[src/rtl/wts_timer_pkg.sv]
// Shared widths, register map and control-bit positions for the wave-table timer trigger generator.
package wts_timer_pkg;

    localparam int PERIOD_W = 12;
    localparam int ADDR_W   = 7;

    localparam logic [1:0] REG_PERIOD_L = 2'd0;
    localparam logic [1:0] REG_PERIOD_H = 2'd1;
    localparam logic [1:0] REG_MATCH    = 2'd2;
    localparam logic [1:0] REG_CTRL     = 2'd3;

    localparam int CTRL_ENABLE  = 0;
    localparam int CTRL_ONESHOT = 1;
    localparam int CTRL_RESTART = 2;

endpackage

[src/rtl/wts_timer_channel.sv]
// One timer channel: period divider, wave address counter, match compare and registered trigger.
// Trigger rises one clock after the tick cycle; a restart write in a tick cycle suppresses that tick.
module wts_timer_channel
    import wts_timer_pkg::*;
(
    input  logic              clk,
    input  logic              reset,
    input  logic              clk_en,
    input  logic              wr_period_l,
    input  logic              wr_period_h,
    input  logic              wr_match,
    input  logic              wr_ctrl,
    input  logic [7:0]        wr_data,
    output logic              trigger,
    output logic [ADDR_W-1:0] address,
    output logic              busy
);

    logic [PERIOD_W-1:0] period;
    logic [PERIOD_W-1:0] cnt;
    logic [ADDR_W-1:0]   match;
    logic [ADDR_W-1:0]   addr;
    logic                enable;
    logic                oneshot;
    logic                armed;

    logic running;
    logic restart;
    logic step;
    logic tick;
    logic hit;

    assign running = enable & armed;
    assign restart = wr_ctrl & wr_data[CTRL_RESTART];
    assign step    = clk_en & running;
    assign tick    = step & (cnt == '0) & ~restart;
    assign hit     = tick & (addr == match);

    always_ff @(posedge clk) begin
        if (reset) begin
            period  <= '0;
            cnt     <= '0;
            match   <= '0;
            addr    <= '0;
            enable  <= 1'b0;
            oneshot <= 1'b0;
            armed   <= 1'b1;
            trigger <= 1'b0;
            address <= '0;
            busy    <= 1'b0;
        end else begin
            trigger <= hit;
            busy    <= running;

            if (hit) begin
                address <= addr;
                if (oneshot) begin
                    armed <= 1'b0;
                end
            end

            // Reload uses the period held before any write landing this cycle.
            if (step) begin
                cnt <= (cnt == '0) ? period : cnt - 1'b1;
            end
            if (tick) begin
                addr <= addr + 1'b1;
            end

            if (wr_period_l) begin
                period[7:0] <= wr_data;
            end
            if (wr_period_h) begin
                period[PERIOD_W-1:8] <= wr_data[PERIOD_W-9:0];
            end
            if (wr_match) begin
                match <= wr_data[ADDR_W-1:0];
            end
            if (wr_ctrl) begin
                enable  <= wr_data[CTRL_ENABLE];
                oneshot <= wr_data[CTRL_ONESHOT];
                if (wr_data[CTRL_RESTART]) begin
                    cnt   <= period;
                    addr  <= '0;
                    armed <= 1'b1;
                end
            end
        end
    end

endmodule

[src/rtl/wts_timer_trigger_gen.sv]
// Two independent timer trigger channels behind a small byte-wide register write port.
// Triggers are registered one clock after the divided tick; writes are accepted every cycle.
module wts_timer_trigger_gen
    import wts_timer_pkg::*;
(
    input  logic              clk,
    input  logic              reset,
    input  logic              clk_en,
    input  logic              wr,
    input  logic              wr_ch,
    input  logic [1:0]        wr_reg,
    input  logic [7:0]        wr_data,
    output logic              timer1_trigger,
    output logic [ADDR_W-1:0] timer1_address,
    output logic              timer2_trigger,
    output logic [ADDR_W-1:0] timer2_address,
    output logic [1:0]        busy
);

    logic [1:0] sel;

    assign sel[0] = wr & ~wr_ch;
    assign sel[1] = wr &  wr_ch;

    wts_timer_channel u_ch1 (
        .clk         (clk),
        .reset       (reset),
        .clk_en      (clk_en),
        .wr_period_l (sel[0] && (wr_reg == REG_PERIOD_L)),
        .wr_period_h (sel[0] && (wr_reg == REG_PERIOD_H)),
        .wr_match    (sel[0] && (wr_reg == REG_MATCH)),
        .wr_ctrl     (sel[0] && (wr_reg == REG_CTRL)),
        .wr_data     (wr_data),
        .trigger     (timer1_trigger),
        .address     (timer1_address),
        .busy        (busy[0])
    );

    wts_timer_channel u_ch2 (
        .clk         (clk),
        .reset       (reset),
        .clk_en      (clk_en),
        .wr_period_l (sel[1] && (wr_reg == REG_PERIOD_L)),
        .wr_period_h (sel[1] && (wr_reg == REG_PERIOD_H)),
        .wr_match    (sel[1] && (wr_reg == REG_MATCH)),
        .wr_ctrl     (sel[1] && (wr_reg == REG_CTRL)),
        .wr_data     (wr_data),
        .trigger     (timer2_trigger),
        .address     (timer2_address),
        .busy        (busy[1])
    );

endmodule
[config.mk]
export PLATFORM = sky130hd
export DESIGN_NAME = wts_timer_trigger_gen
export DESIGN_NICKNAME = d
export VERILOG_FILES = /design/src/rtl/wts_timer_pkg.sv /design/src/rtl/wts_timer_channel.sv /design/src/rtl/wts_timer_trigger_gen.sv
export SDC_FILE = /design/constraint.sdc
export NUM_CORES = 1
export LEC_CHECK = 0
export ABC_AREA = 1
export CAP_MARGIN = 20
export CORE_ASPECT_RATIO = 1.25
export CORE_MARGIN = 2
export CORE_UTILIZATION = 43
export DETAILED_ROUTE_END_ITERATION = 7
export HOLD_SLACK_MARGIN = 0.02
export PLACE_DENSITY = 0.72
export SYNTH_ARGS = -nofsm -noshare
export SYNTH_HDL_FRONTEND = slang
export SYNTH_HIERARCHICAL = 1
export SYNTH_SLANG_ARGS = --single-unit
[constraint.sdc]
create_clock -name clk -period 3 [get_ports clk]
set_clock_uncertainty 0.15 [all_clocks]
set_input_delay 0.3 -clock clk [delete_from_list [all_inputs] [get_ports clk]]
set_output_delay 0.3 -clock clk [all_outputs]
set_load 0.01 [all_outputs]
==> out/results.tsv <==
metric	value	unit
Hold Crit Class	reg2reg	
via count	4813	
Comb pwr share	0.166	
crit path launch	wr_reg[1]	
final setup margin	1.07	ns
fin nets	824	
max_slew headroom	0.670	
Clock transition at path regs	0.07	ns
DR WL/cell	12.4	um
fin. max-slew vios	0	
worst path cell trace	clkdlybuf4s50_1 -> nand2_1 -> nor2_1 -> nand2_4 -> inv_1 -> nor2_2 -> inv_1 -> a21oi_1	
GRT Total Usage	0.197	
Pwr Density	505	nW/um^2
buffers plus inverters on the worst setup path	3	
Area after DPL	5750	um^2
H-tree depth	3	
unrepaired setup endpoints after global routing	false	
endpoint class of the critical path	register	
EDFF count, synth	0	
CP startpoint kind	input port	
CTS Buf Count	9	
max_cap viols	0	
vias per std cell	4.95	
Worst path top cell family by delay	buffers and inverters	
sequential area share after synthesis	0.383	
clk root buf	clkbuf_16	
DR DRC count	0	
Crit path top cell by count	inv_1	
Max FO, Critical Path	8	
Clock Tree Buf Depth	2	
Hold Vio Cnt, Final	0	
CP arrival	2.02	ns
Initial DRT Pass Iterations	5	
Synth warnings	6	
Starting Density	0.436	
worst r2r src	u_ch2/cnt[0]	
Core Rows	45	
Switch Pwr	921	uW
fin crit share	0.643	
I/O pins	33	
Net Sw Frac	0.302	
busiest grt layer	met2	
final setup violation count	0	
antenna diode count	0	
Crit path largest cell delay	0.50	ns
Most used DFF post-synth	dfxtp_1	
Yosys reg bits	100	
Finished Core Util	0.503	
CTS tree	built	
crit path kind	in2reg	
GR Util met1	0.244	
die height	127	um
Leakage Power	0.00259	uW
min Tclk post-route	1.93	ns
initial antenna violation count	0	
Reg power frac	0.461	
CTS Hold Bufs	0	
DR iter-0 viols	224	
asr flop ratio synth	0	
most frequent cells in the layout	nor2_1, nand2_1, dfxtp_1	
Critical Path RT	3.09	ns
HP Start	u_ch2/period[3]	
Pint	2130	uW
count of input and output buffers	32	
total gr overflow	0	
post-CTS resize count	0	
fill cell count	1213	
# Post-CTS Setup Buffers	0	
grt met2 use	0.336	
Net Count, Synth	788	
setup TNS	0	ns
status	finished clean	
syn avg cell area	6.81	um^2
Critical-path top delay cell	clkdlybuf4s50_1	
Syn Std Cell Area	5220	um^2
Netlist cell types	28	
Final ANT Viol Nets	0	
Die Span X	103	um
worst-margin pin slew	0.494	ns
Peak VDD IR	230	uV
DP Worst Slack	0.708	ns
commonest non-fill, non-tap cell in the layout	nor2_1	
vias in the first global route	4438	
worst-skew pair later-pin latency	0.35	ns
final instance area	6040	um^2
core area	12000	um^2
ratio of cells with drive above 1 in the final layout	0.0879	
Layout area overhead	15.6	%
drt total wl	12100	um
Fmax	0.519	GHz
largest net degree at the start of global routing	32	
clock power share	0.374	
CTS Sinks	100	
met3 usage	0.0213	
gpl congestion	0.879	
Cells after DPL	956	
die outline area	13100	um^2
dpl hpwl	9190	um
post-route insts no fill	972	
first-pass GRT wire length	20500	um
Syn Inst Count	767	
-- routing by layer --
metal  vias to the layer above  wire length (um)
li1                       2540                 -
met1                      2173              5320
met2                        75              6030
met3                        25               381
met4                         0               351
met5                         -                 0
-- power groups by stage --
stage	registers [uW]	clock network [uW]	logic (uW)
finish	1400	1140	505
global route	1410	1220	571
CTS	1400	1160	506
detailed placement	1430	0	505
global placement	1430	0	502
floorplan	1430	0	377
-- state kept, by name, indices dropped and copies added (netlist names), 7 cells and up --
| signal | flops |
|---|---|
| u_ch2/period | 12 |
| u_ch1/match | 7 |
| u_ch2/match | 7 |
| u_ch2/addr | 7 |
| u_ch1/period | 12 |
| u_ch2/address | 7 |
| u_ch1/address | 7 |
| u_ch1/addr | 7 |
| u_ch2/cnt | 12 |
| u_ch1/cnt | 12 |
-- final timing paths --
path / to / slack, ns / cells past startpoint
max: u_ch2/addr[0] / 1.07 / 8
min: u_ch2/period[3] / 0.31 / 2
max reg2reg: u_ch2/address[1] / 1.17 / 11
min reg2reg: u_ch2/period[3] / 0.31 / 2
-- worst min-delay path, cell delays in order, from the launching register on --
cell	delay, ns
dfxtp_1	0.31
inv_1	0.05
a21oi_1	0.06
-- through the flow --
step / total power, uW / hold slack (ns)
4_1_cts: 3070 / 0.311
6_report: 3050 / 0.312
5_1_grt: 3200 / 0.342
2_1_floorplan: 1800 / 0.222
3_5_place_dp: 1940 / 0.301
3_3_place_gp: 1930 / 0.287
-- area by class of cell --
type	count	area, um^2	share of cell area
multi-input cells	560	2810	0.466
well taps	164	205	0.0340
clock buffers	9	225	0.0373
clock inverters	7	65.1	0.0108
flip-flops and latches	100	2000	0.332
repair buffers	37	370	0.0613
inverters	95	357	0.0591
-- synth_stat cells, types with 4 or more instances --
| cell | instances | area, um^2 |
|---|---|---|
| nand3_1 | 66 | 330 |
| o21ai_0 | 60 | 300 |
| nor3_1 | 10 | 50.1 |
| inv_2 | 8 | 30.0 |
| inv_1 | 85 | 319 |
| ha_1 | 6 | 75.1 |
| nand4_1 | 6 | 37.5 |
| o21ai_1 | 12 | 60.1 |
| xnor2_1 | 6 | 52.6 |
| nor2_8 | 6 | 120 |
| a21oi_1 | 52 | 260 |
| clkbuf_1 | 10 | 37.5 |
| nand2_4 | 8 | 90.1 |
| nor2_2 | 16 | 100 |
| nand2_2 | 4 | 25.0 |
| nor2_1 | 152 | 571 |
| xor2_1 | 6 | 52.6 |
| dfxtp_1 | 100 | 2000 |
| o21bai_1 | 4 | 30.0 |
| o31ai_1 | 4 | 30.0 |
| nand2_1 | 132 | 495 |
-- cells by family after synthesis --
kind of cell | Yosys count | synth area share
and+or+nand+nor | 410 | 0.374
xor gates and xnor gates | 12 | 0.0201
buffers and inverters | 107 | 0.0783
adders and majority gates | 6 | 0.0144
AOI/OAI and AO/OA | 132 | 0.130
DFF | 100 | 0.383
(Power assumes the default switching activity.)
